==> src/rtl/emio_ctrl_filter.sv <==
// emio_ctrl_filter: resynchronises PS7 EMIO GPIO control bits into the fabric
// clock domain, deglitches each bit with a per-bit stability counter, emits
// clean levels with one-cycle rise/fall strobes, and returns the filtered
// levels plus a saturating transition count for PS readback.
module emio_ctrl_filter #(
  parameter int unsigned       WIDTH         = 2,
  parameter int unsigned       SYNC_STAGES   = 2,
  parameter int unsigned       STABLE_CYCLES = 4,
  parameter logic [WIDTH-1:0]  INIT_VAL      = {WIDTH{1'b0}}
) (
  input  logic               clk,
  input  logic               rst,
  input  logic [WIDTH-1:0]   gpio_raw,
  input  logic               count_clr,
  output logic [WIDTH-1:0]   ctrl_out,
  output logic [WIDTH-1:0]   ctrl_rise,
  output logic [WIDTH-1:0]   ctrl_fall,
  output logic [7:0]         change_count,
  output logic [WIDTH+7:0]   gpio_readback
);

  // Stability counter sized to hold 0..STABLE_CYCLES; acceptance happens
  // when the counter has already seen STABLE_CYCLES-1 differing cycles.
  localparam int unsigned    CW   = $clog2(STABLE_CYCLES + 1);
  localparam logic [CW-1:0]  LAST = CW'(STABLE_CYCLES - 1);
  localparam logic [CW-1:0]  ONE  = CW'(1);

  logic [SYNC_STAGES-1:0][WIDTH-1:0] sync_q;
  logic [WIDTH-1:0]                  synced_s;

  logic [CW-1:0]    stab_q [WIDTH];
  logic [CW-1:0]    stab_d [WIDTH];
  logic [WIDTH-1:0] ctrl_q, ctrl_d;
  logic [WIDTH-1:0] rise_q, rise_d;
  logic [WIDTH-1:0] fall_q, fall_d;
  logic [7:0]       count_q, count_d;
  logic             accept_s;

  assign synced_s = sync_q[SYNC_STAGES-1];

  // Plain flop chain for metastability settling; nothing between stages.
  always_ff @(posedge clk or posedge rst) begin
    if (rst) begin
      sync_q <= {SYNC_STAGES{INIT_VAL}};
    end else begin
      sync_q[0] <= gpio_raw;
      for (int k = 1; k < SYNC_STAGES; k++) begin
        sync_q[k] <= sync_q[k-1];
      end
    end
  end

  // Per-bit IDLE/PENDING deglitch: count cycles the synced value differs
  // from the accepted level; any return to the accepted level restarts.
  always_comb begin
    ctrl_d = ctrl_q;
    rise_d = {WIDTH{1'b0}};
    fall_d = {WIDTH{1'b0}};
    for (int i = 0; i < WIDTH; i++) begin
      stab_d[i] = stab_q[i];
      if (synced_s[i] == ctrl_q[i]) begin
        stab_d[i] = {CW{1'b0}};
      end else if (stab_q[i] == LAST) begin
        ctrl_d[i] = synced_s[i];
        stab_d[i] = {CW{1'b0}};
        rise_d[i] = synced_s[i];
        fall_d[i] = ~synced_s[i];
      end else begin
        stab_d[i] = stab_q[i] + ONE;
      end
    end
  end

  assign accept_s = |(rise_d | fall_d);

  // Transition counter: one step per accepting cycle, saturating; clear wins.
  always_comb begin
    count_d = count_q;
    if (count_clr) begin
      count_d = 8'd0;
    end else if (accept_s && (count_q != 8'hFF)) begin
      count_d = count_q + 8'd1;
    end else begin
      count_d = count_q;
    end
  end

  // Filter state, strobes and counter registers; reset drops any pending change.
  always_ff @(posedge clk or posedge rst) begin
    if (rst) begin
      ctrl_q  <= INIT_VAL;
      rise_q  <= {WIDTH{1'b0}};
      fall_q  <= {WIDTH{1'b0}};
      count_q <= 8'd0;
      for (int i = 0; i < WIDTH; i++) begin
        stab_q[i] <= {CW{1'b0}};
      end
    end else begin
      ctrl_q  <= ctrl_d;
      rise_q  <= rise_d;
      fall_q  <= fall_d;
      count_q <= count_d;
      for (int i = 0; i < WIDTH; i++) begin
        stab_q[i] <= stab_d[i];
      end
    end
  end

  assign ctrl_out      = ctrl_q;
  assign ctrl_rise     = rise_q;
  assign ctrl_fall     = fall_q;
  assign change_count  = count_q;
  assign gpio_readback = {count_q, ctrl_q};

endmodule

==> config.mk <==
export PLATFORM = sky130hd
export DESIGN_NAME = emio_ctrl_filter
export DESIGN_NICKNAME = d
export VERILOG_FILES = /design/src/rtl/emio_ctrl_filter.sv
export SDC_FILE = /design/constraint.sdc
export NUM_CORES = 1
export LEC_CHECK = 0
export BUFFER_PORTS_ARGS = -buffer_cell sky130_fd_sc_hd__buf_2
export CORE_AREA = 2 2 46 91
export CTS_CLUSTER_DIAMETER = 100
export DETAILED_ROUTE_END_ITERATION = 12
export DIE_AREA = 0 0 48 93
export PLACE_DENSITY_LB_ADDON = 0.12
export SLEW_MARGIN = 20
export SYNTH_ARGS = -nofsm -noshare
export SYNTH_HDL_FRONTEND = slang
export SYNTH_SLANG_ARGS = --single-unit
==> constraint.sdc <==
create_clock -name clk -period 3.77 [get_ports clk]
set_input_delay 0 -clock clk [delete_from_list [all_inputs] [get_ports clk]]
set_output_delay 0 -clock clk [all_outputs]
set_load 0.02 [all_outputs]
==> results of run 1 <==
## routing by layer
layer | global-route usage | share of wire | up-vias | wire (microns)
li1 | - | - | 375 | -
met1 | 0.131 | 0.37 | 389 | 780
met2 | 0.182 | 0.56 | 25 | 1170
met3 | 0.0212 | 0.055 | 4 | 115
met4 | 0.0518 | 0.019 | 0 | 41
met5 | 0 | 0 | - | 0
## synth_stat cells (3+ instances only)
cell	n	share of area
mux2_2	3	0.031
nand2_1	6	0.021
dfrtp_1	24	0.55
o41ai_1	3	0.024
a21oi_1	4	0.018
buf_4	10	0.069
or4_1	3	0.021
inv_1	3	0.010
nor2_1	3	0.010
nor3b_1	8	0.055
ha_1	3	0.035
nand3_1	4	0.018
## final timing paths
| path | startpoint | to | slack, ps | cells after the start |
|---|---|---|---|---|
| worst max-delay path | stab_q[3] | change_count[5] | 1870 | 5 |
| worst min-delay path | sync_q[1] | synced_s[1] | 350 | 0 |
| worst max register to register | stab_q[3] | change_count[5] | 1870 | 5 |
| worst min register to register | sync_q[1] | synced_s[1] | 350 | 0 |
| max in group asynchronous | rst | ctrl_fall[1] | 2720 | 3 |
| min in group asynchronous | rst | sync_q[0] | 470 | 3 |
## sequential cells by signal (all words and copies together) (netlist names)
name and flops:
change_count 8, synced_s 2, ctrl_rise 2, stab_q 6
ctrl_out 2, sync_q 2, ctrl_fall 2
## power by group
part	leakage (nW)	internal [mW]	switching, mW
sequential	0.317	0.292	0.0289
clock	0.0288	0.0932	0.0821
combinational	0.276	0.0731	0.101
## worst max-delay path: cells and delay by family (launching register included)
kind / cells / cell delay (ps)
muxes: 1 / 370
AOI/OAI and AO/OA: 1 / 380
and+or+nand+nor: 2 / 500
DFF: 1 / 360
adders and majority gates: 1 / 170
## area by class of cell
class                      count  area (sq um)  share of cell area
sequential                    24           601               0.464
multi-input combinational     54           384               0.297
timing repair buffer          32           180               0.139
tap                           51          63.8              0.0493
clock buffer                   4          55.1              0.0425
inverter                       3          11.3             0.00870
## kinds of logic after synthesis
| kind of cell | Yosys count | synth area share |
|---|---|---|
| simple gates | 32 | 0.177 |
| flops | 24 | 0.553 |
| buf+inv | 15 | 0.0933 |
| compound gates | 13 | 0.0853 |
| mux | 4 | 0.0403 |
| fa+ha+maj | 3 | 0.0346 |
| xor+xnor | 2 | 0.0161 |
## per-stage QoR
| stage | hold WS [ps] | utilization | setup slack [ps] | power (mW) | instances |
|---|---|---|---|---|---|
| floorplan | 14.6 | - | 2060 | 0.469 | 93 |
| global placement | 108 | 0.315 | 1950 | 0.495 | 160 |
| detailed placement | 110 | 0.315 | 1890 | 0.501 | 160 |
| CTS | 356 | 0.340 | 1880 | 0.681 | 168 |
| global route | 371 | 0.340 | 1760 | 0.717 | 168 |
| finish | 353 | 0.340 | 1870 | 0.670 | 168 |
==> impl_metrics.ini, run 1 <==
[detailed_routing]
drt_drc_violations_left = 0
vias = 793
antenna_left = 0
avgRoutedWirePerCell_microns = 12.6
drt-initial-drc-count = 25
drtPass1Iterations = 4
vias_per_cell = 4.72
drt_wl_total_microns = 2110

[die]
start_util = 0.286
rows = 32
io_pins = 29
die_w_microns = 48
fp.dieArea_sq_um = 4460
die_h_microns = 93
coreArea_sq_um = 3800

[cells_and_area]
final_cell_mix = 28 x buf_2, 24 x dfrtp_1, 8 x nor3b_1
drive_gt1_frac = 0.308
fin_area_sq_um = 1290
nNetsFinal = 126
n_antenna_cell = 0
final_common_cell = buf_2
syn_to_final_growth_pct = 19.2
nFillCells = 391

[setup_path]
arrival_ps = 2050
cp_max_fo = 14
critPathLaunchType = flop
crit_required_ps = 3920
slowest_delay_ps = 380
cp_cell_sequence = ha_1, nand2b_1, o22a_1, nor4_1, mux2_2
slowest_stage = o22a_1
endpoint_kind = flop
crit_type = reg -> reg

[sta]
finClkSkew_ps = 4.90
fin_tns_setup_ps = 0
setup_viol = 0
report.final.slew_viol_count = 0
period_share = 0.503
finalHoldViolations = 0
slew_headroom = 0.384
rsz0062_at_grt = no
min_period_ps = 1900
max_freq_mhz = 527
worst_pin_slew_ps = 923

[clock_network]
cts_max_level = 1
cts_setup_buffers = 0
insertion_delay_ps = 260
cts_resized = 0
cts_buffers = 3
postCtsHoldBufs = 4
cts_tree = yes
cts.sinks = 24
clockRootBuffer = clkbuf_8
clk_pin_slew_worst_paths_ps = 90
cts_buffer_depth = 2

[min_path]
hp-class = reg -> reg

[global_routing]
grt_pass1_wl_microns = 3600
first_global_vias = 780
overflow = 0
grt_max_degree = 25
grt_usage = 0.111
antenna_found_initial = 0

[yosys]
syn_area_per_cell_sq_um = 11.7
synth_edf_count = 0
synthDistinctLibCells = 27
syn_inst = 93
post_synth_instance_area_sq_um = 1090
synthArstFlopShare = 1.00
ys.flop_type = dfrtp_1
syn_nets = 101
yosysSeqAreaShare = 0.553
yosys_warnings = 0
ys_seq_elements = 24

[run_status]
run_status = finished clean

[job]
drv_cap = 0

[power_and_ir_drop]
power.density_nw_per_um2 = 518
ir_worst_vdd_v = 0.000221
p_leak_nw = 0.622

[place]
dpl_cell_area_sq_um = 1200
hpwl_microns = 1540
portBuffers = 28
gp_congestion = 0.743
Power figures use the tool's default switching activity.
==> run 2: changes to the inputs <==
ABC_AREA = 1   (was default)
CORE_AREA = 2 2 48 95   (was 2 2 46 91)
DIE_AREA = 0 0 50 97   (was 0 0 48 93)
clock period = 1.6 ns   (was 3.77 ns; I/O delays follow)
==> run 2 against run 1 <==
  * Non-clock buffer count up 3
  * Synthesized cell count is 51% higher
  * Cell area increased by 13%
  * Sequential power rose by 130%
  * Total power rose to 2.6 times the previous value
  * Clock-buffer cell count fell by 1
  * Sequential share of layout area is 5.2 points lower
  * Die area grew 8.6%
  * Critical path depth up 4
  * Critical endpoint is now change_count[7]
  * Largest cell class unchanged
  * Highest routed layer unchanged
==> impl_metrics.ini, run 2 <==
[run_status]
run_status = finished clean

[setup_path]
crit_type = reg -> reg
cp_cell_sequence = ha_1, nand2_1, inv_1, nand2_1, nand2_4, nand2_8, nand2_4, nand2_1, nand2_1
ff2ff_path_depth = 9
critPathLaunchType = flop
arrival_ps = 1600
slowest_delay_ps = 400
slowest_stage = dfrtp_1
cp_max_fo = 9
crit_required_ps = 1760
cp_common_cell = nand2_1
endpoint_kind = flop

[detailed_routing]
drt_drc_violations_left = 0
vias_per_cell = 4.28
drt_wl_total_microns = 2620
avgRoutedWirePerCell_microns = 11.9
antenna_left = 0
drt-initial-drc-count = 11
vias = 941
drtPass1Iterations = 4

[yosys]
synth_fa_ha_area_frac = 0.0313
yosys_warnings = 0
syn_area_per_cell_sq_um = 8.58
synth-compound-area-share = 0.0146
yosysSeqAreaShare = 0.500
muxShareOfSynthArea = 0
ys.flop_type = dfrtp_1
synth_top_family_by_area = simple AND/OR/NAND/NOR gates
ys_top_cells_by_area = dfrtp_1 50%, nand2_1 12%, buf_4 6.3%
synth_commonest_cells = 39 x nand2_1, 24 x dfrtp_1, 15 x inv_1
syn_nets = 148
synth_edf_count = 0
syn_inst = 140
synth_top_area_share = 0.500
synthDistinctLibCells = 20
synthArstFlopShare = 1.00
synth.most_common_cell = nand2_1
synth_top_cell_by_area = dfrtp_1
synth-xor-area-share = 0.0146
post_synth_instance_area_sq_um = 1200
ys_seq_elements = 24
synth_simple_gate_area_frac = 0.317

[cells_and_area]
nNetsFinal = 177
n_antenna_cell = 0
syn_to_final_growth_pct = 21.4
final_cell_mix = 39 x nand2_1, 28 x buf_2, 24 x dfrtp_1
final_common_cell = nand2_1
layout.cells.non_filler = 220
nFillCells = 450
drive_gt1_frac = 0.280
largest_reg_flops = 8

[place]
placed_cells = 213
hpwl_microns = 2100
gp_congestion = 0.784
portBuffers = 28

[min_path]
hold_depth = 4
hp-class = in -> reg

[die]
rows = 33
fp.dieArea_sq_um = 4850
io_pins = 29
die_h_microns = 97
start_util = 0.294
die_w_microns = 50
coreArea_sq_um = 4090

[global_routing]
grt_max_degree = 25
grt_pass1_wl_microns = 4550
first_global_vias = 1012
antenna_found_initial = 0
overflow = 0
grt_usage = 0.123

[sta]
slew_headroom = 0.770
setup_viol = 0
holdWs_ps = 75.0
worst_pin_slew_ps = 344
rsz0062_at_grt = no
max_freq_mhz = 693
finClkSkew_ps = 4.31
min_period_ps = 1440
period_share = 0.902
fin_tns_setup_ps = 0
finalHoldViolations = 0
report.final.slew_viol_count = 0

[clock_network]
cts_max_level = 1
cts.sinks = 24
clk_pin_slew_worst_paths_ps = 90
cts_buffer_depth = 2
postCtsHoldBufs = 3
cts_tree = yes
cts_resized = 0
clockRootBuffer = clkbuf_8
insertion_delay_ps = 270
cts_buffers = 3
cts_setup_buffers = 0

[job]
drv_cap = 0

[power_and_ir_drop]
ir_worst_vdd_v = 0.000377
power.density_nw_per_um2 = 1190
p_leak_nw = 0.812
power.total_mw = 1.74
[run 2: path summary, 6_finish.rpt]
kind | startpoint | end | slack (ps)
worst min-delay path | count_clr | change_count[5] | 70
min in group asynchronous | rst | ctrl_fall[1] | 310
worst max-delay path | stab_q[3] | change_count[7] | 160
worst max register to register | stab_q[3] | change_count[7] | 160
max in group asynchronous | rst | synced_s[1] | 1050
worst min register to register | sync_q[0] | synced_s[0] | 350
[run 2: area by class of cell]
type | count | area, sq um | share of cell area
Clock buffer | 3 | 41.3 | 0.0283
Clock inverter | 1 | 30.0 | 0.0206
Inverter | 18 | 67.6 | 0.0464
Multi-Input combinational cell | 87 | 453 | 0.311
Sequential cell | 24 | 601 | 0.412
Tap cell | 52 | 65.1 | 0.0446
Timing Repair Buffer | 35 | 200 | 0.137
[run 2: cell families (layout without fill, tap and decap cells)]
kind of cell               count (synthesis)  in the layout
AOI/OAI and AO/OA                          3              3
xor gates and xnor gates                   2              2
adders and majority gates                  3              3
buffers and inverters                     29             57
DFF                                       24             24
and+or+nand+nor                           79             79
[run 2: per-stage QoR]
stage           util  worst slack, ps  area, sq um
2_1_floorplan      -              233         1200
3_3_place_gp   0.332              214         1360
3_5_place_dp   0.332              163         1360
4_1_cts        0.357              147         1460
5_1_grt        0.357             8.17         1460
6_report       0.357              157         1460
[run 2: layer usage]
layer,track usage,wire (microns),up-vias
met5,0,0,-
met4,0.0577,37,0
met3,0.0139,81,2
met2,0.240,1600,19
met1,0.119,901,444
li1,-,-,476
[run 2: power by group]
group | switching, mW | total [mW] | internal, mW
combinational | 0.297 | 0.459 | 0.162
clock | 0.197 | 0.531 | 0.334
sequential | 0.0562 | 0.750 | 0.693
total | 0.550 | 1.74 | 1.19
[run 2: critical path: cells and delay by family, from the launching register on]
family                   cells  cell delay [ps]
AND/OR/NAND/NOR              7              650
buffers and inverters        1               70
flip-flops                   1              400
adder cells (fa/ha/maj)      1              220
==> run 3: changes to the inputs <==
GPL_TIMING_DRIVEN = 1   (was default)
SKIP_CTS_REPAIR_TIMING = 1   (was default)
clock period = 1.7 ns   (was 1.6 ns; I/O delays follow)
==> run 3 against run 2 <==
  * Critical path depth did not move
  * Utilization down 0.95 points
  * Combinational power fell by 11%
  * Cell area decreased by 2.7%
  * Final cell count is 1.4% lower
  * Clock-buffer cell count is 1 higher
  * Largest cell class unchanged
  * Largest power group unchanged
==> impl_metrics.ini, run 3 (synthesized netlist as in run 2, its figures left out) <==
[sta]
rsz0062_at_grt = no
report.final.slew_viol_count = 0
fin_tns_setup_ps = 0
finalHoldViolations = 0
period_share = 0.847
max_freq_mhz = 695
min_period_ps = 1440
setup_viol = 0
slew_headroom = 0.759
worst_pin_slew_ps = 361
finClkSkew_ps = 5.69

[setup_path]
crit_required_ps = 1850
cp_max_fo = 9
ff2ff_path_depth = 9
crit_type = reg -> reg
endpoint_kind = flop
arrival_ps = 1590
critPathLaunchType = flop
ff2ff_setup_slack_ps = 260
reg2reg_to = change_count[2]
r2r_start = stab_q[3]

[die]
rows = 33
coreArea_sq_um = 4090
start_util = 0.294
fp.dieArea_sq_um = 4850
die_h_microns = 97
io_pins = 29
die_w_microns = 50

[cells_and_area]
nNetsFinal = 174
largest_reg_flops = 8
final-seq-area_sq_um = 601
final_cell_mix = 39 x nand2_1, 28 x buf_2, 24 x dfrtp_1
final_common_cell = nand2_1
multi_input_area_sq_um = 453
nFillCells = 455
drive_gt1_frac = 0.267
n_antenna_cell = 0
syn_to_final_growth_pct = 18.1

[global_routing]
overflow = 0
grt_usage = 0.118
grt_pass1_wl_microns = 4400
first_global_vias = 992
grt_max_degree = 25
antenna_found_initial = 0

[place]
hpwl_microns = 1980
gp_congestion = 0.747
portBuffers = 28

[job]
drv_cap = 0

[min_path]
min-delay-start = count_clr
hp-class = in -> reg
hold_depth = 4
whs_endpoint = change_count[4]

[clock_network]
clockRootBuffer = clkbuf_8
cts_buffers = 3
cts.sinks = 24
clk_pin_slew_worst_paths_ps = 90
cts_buffer_depth = 2
cts_max_level = 1
insertion_delay_ps = 260
cts_tree = yes

[power_and_ir_drop]
power.total_mw = 1.50
combPwrFrac = 0.272
switching_share = 0.336
p_clk_frac = 0.259
switchingPower_mw = 0.506
p_int_mw = 0.999
p_leak_nw = 0.790
ir_worst_vdd_v = 0.000387
seqPwrFrac = 0.469
power.density_nw_per_um2 = 1060

[detailed_routing]
antenna_left = 0
drtPass1Iterations = 4
drt_drc_violations_left = 0
drt_wl_total_microns = 2490
vias = 927
avgRoutedWirePerCell_microns = 11.5
drt-initial-drc-count = 13
vias_per_cell = 4.27

[run_status]
run_status = finished clean
==> run 3: worst max-delay path, cell delays in order, from the launching register on <==
cell     delay (ps)
dfrtp_1         390
ha_1            210
nand2_1         140
inv_1            80
nand2_1         130
nand2_4          90
nand2_8          90
nand2_4          70
nand2_1          80
nand2_1          50
==> run 3: how the worst max path moves through the flow <==
stage | slack (ps) | to | start
floorplan | 330 | change_count[7] | change_count[1]
global placement | 270 | change_count[2] | stab_q[3]
detailed placement | 250 | change_count[2] | stab_q[3]
CTS | 230 | change_count[2] | stab_q[3]
global route | 100 | change_count[2] | stab_q[3]
finish | 260 | change_count[2] | stab_q[3]
==> run 3: through the flow <==
step	worst slack, ps	cell area [sq um]	utilization	std cells	hold slack (ps)
after floorplan	333	1200	-	140	14.6
after global placement	271	1330	0.326	210	66.9
after detailed placement	249	1330	0.326	210	70.7
after CTS	231	1390	0.340	214	-220
after global routing	101	1420	0.347	217	90.4
final	260	1420	0.347	217	65.2
==> run 3: power by group through the flow <==
stage               Combinational [mW]  Clock, mW  Sequential (mW)
CTS                              0.412      0.402            0.708
floorplan                        0.295          0            0.751
finish                           0.409      0.389            0.706
global placement                 0.404          0            0.715
global route                     0.470      0.425            0.729
detailed placement               0.412          0            0.720
==> run 3: per-layer routing <==
layer	global-route usage	routed length (microns)	share of wire
met1	0.120	900	0.36
met2	0.219	1460	0.59
met3	0.0185	91	0.037
met4	0.0620	32	0.013
met5	0	0	0
==> run 3: final cells by class <==
cell class,instances,area share
inverters,18,0.0476
well taps,52,0.0459
repair buffers,32,0.125
multi-input cells,87,0.319
flip-flops and latches,24,0.423
clock buffers,4,0.0388
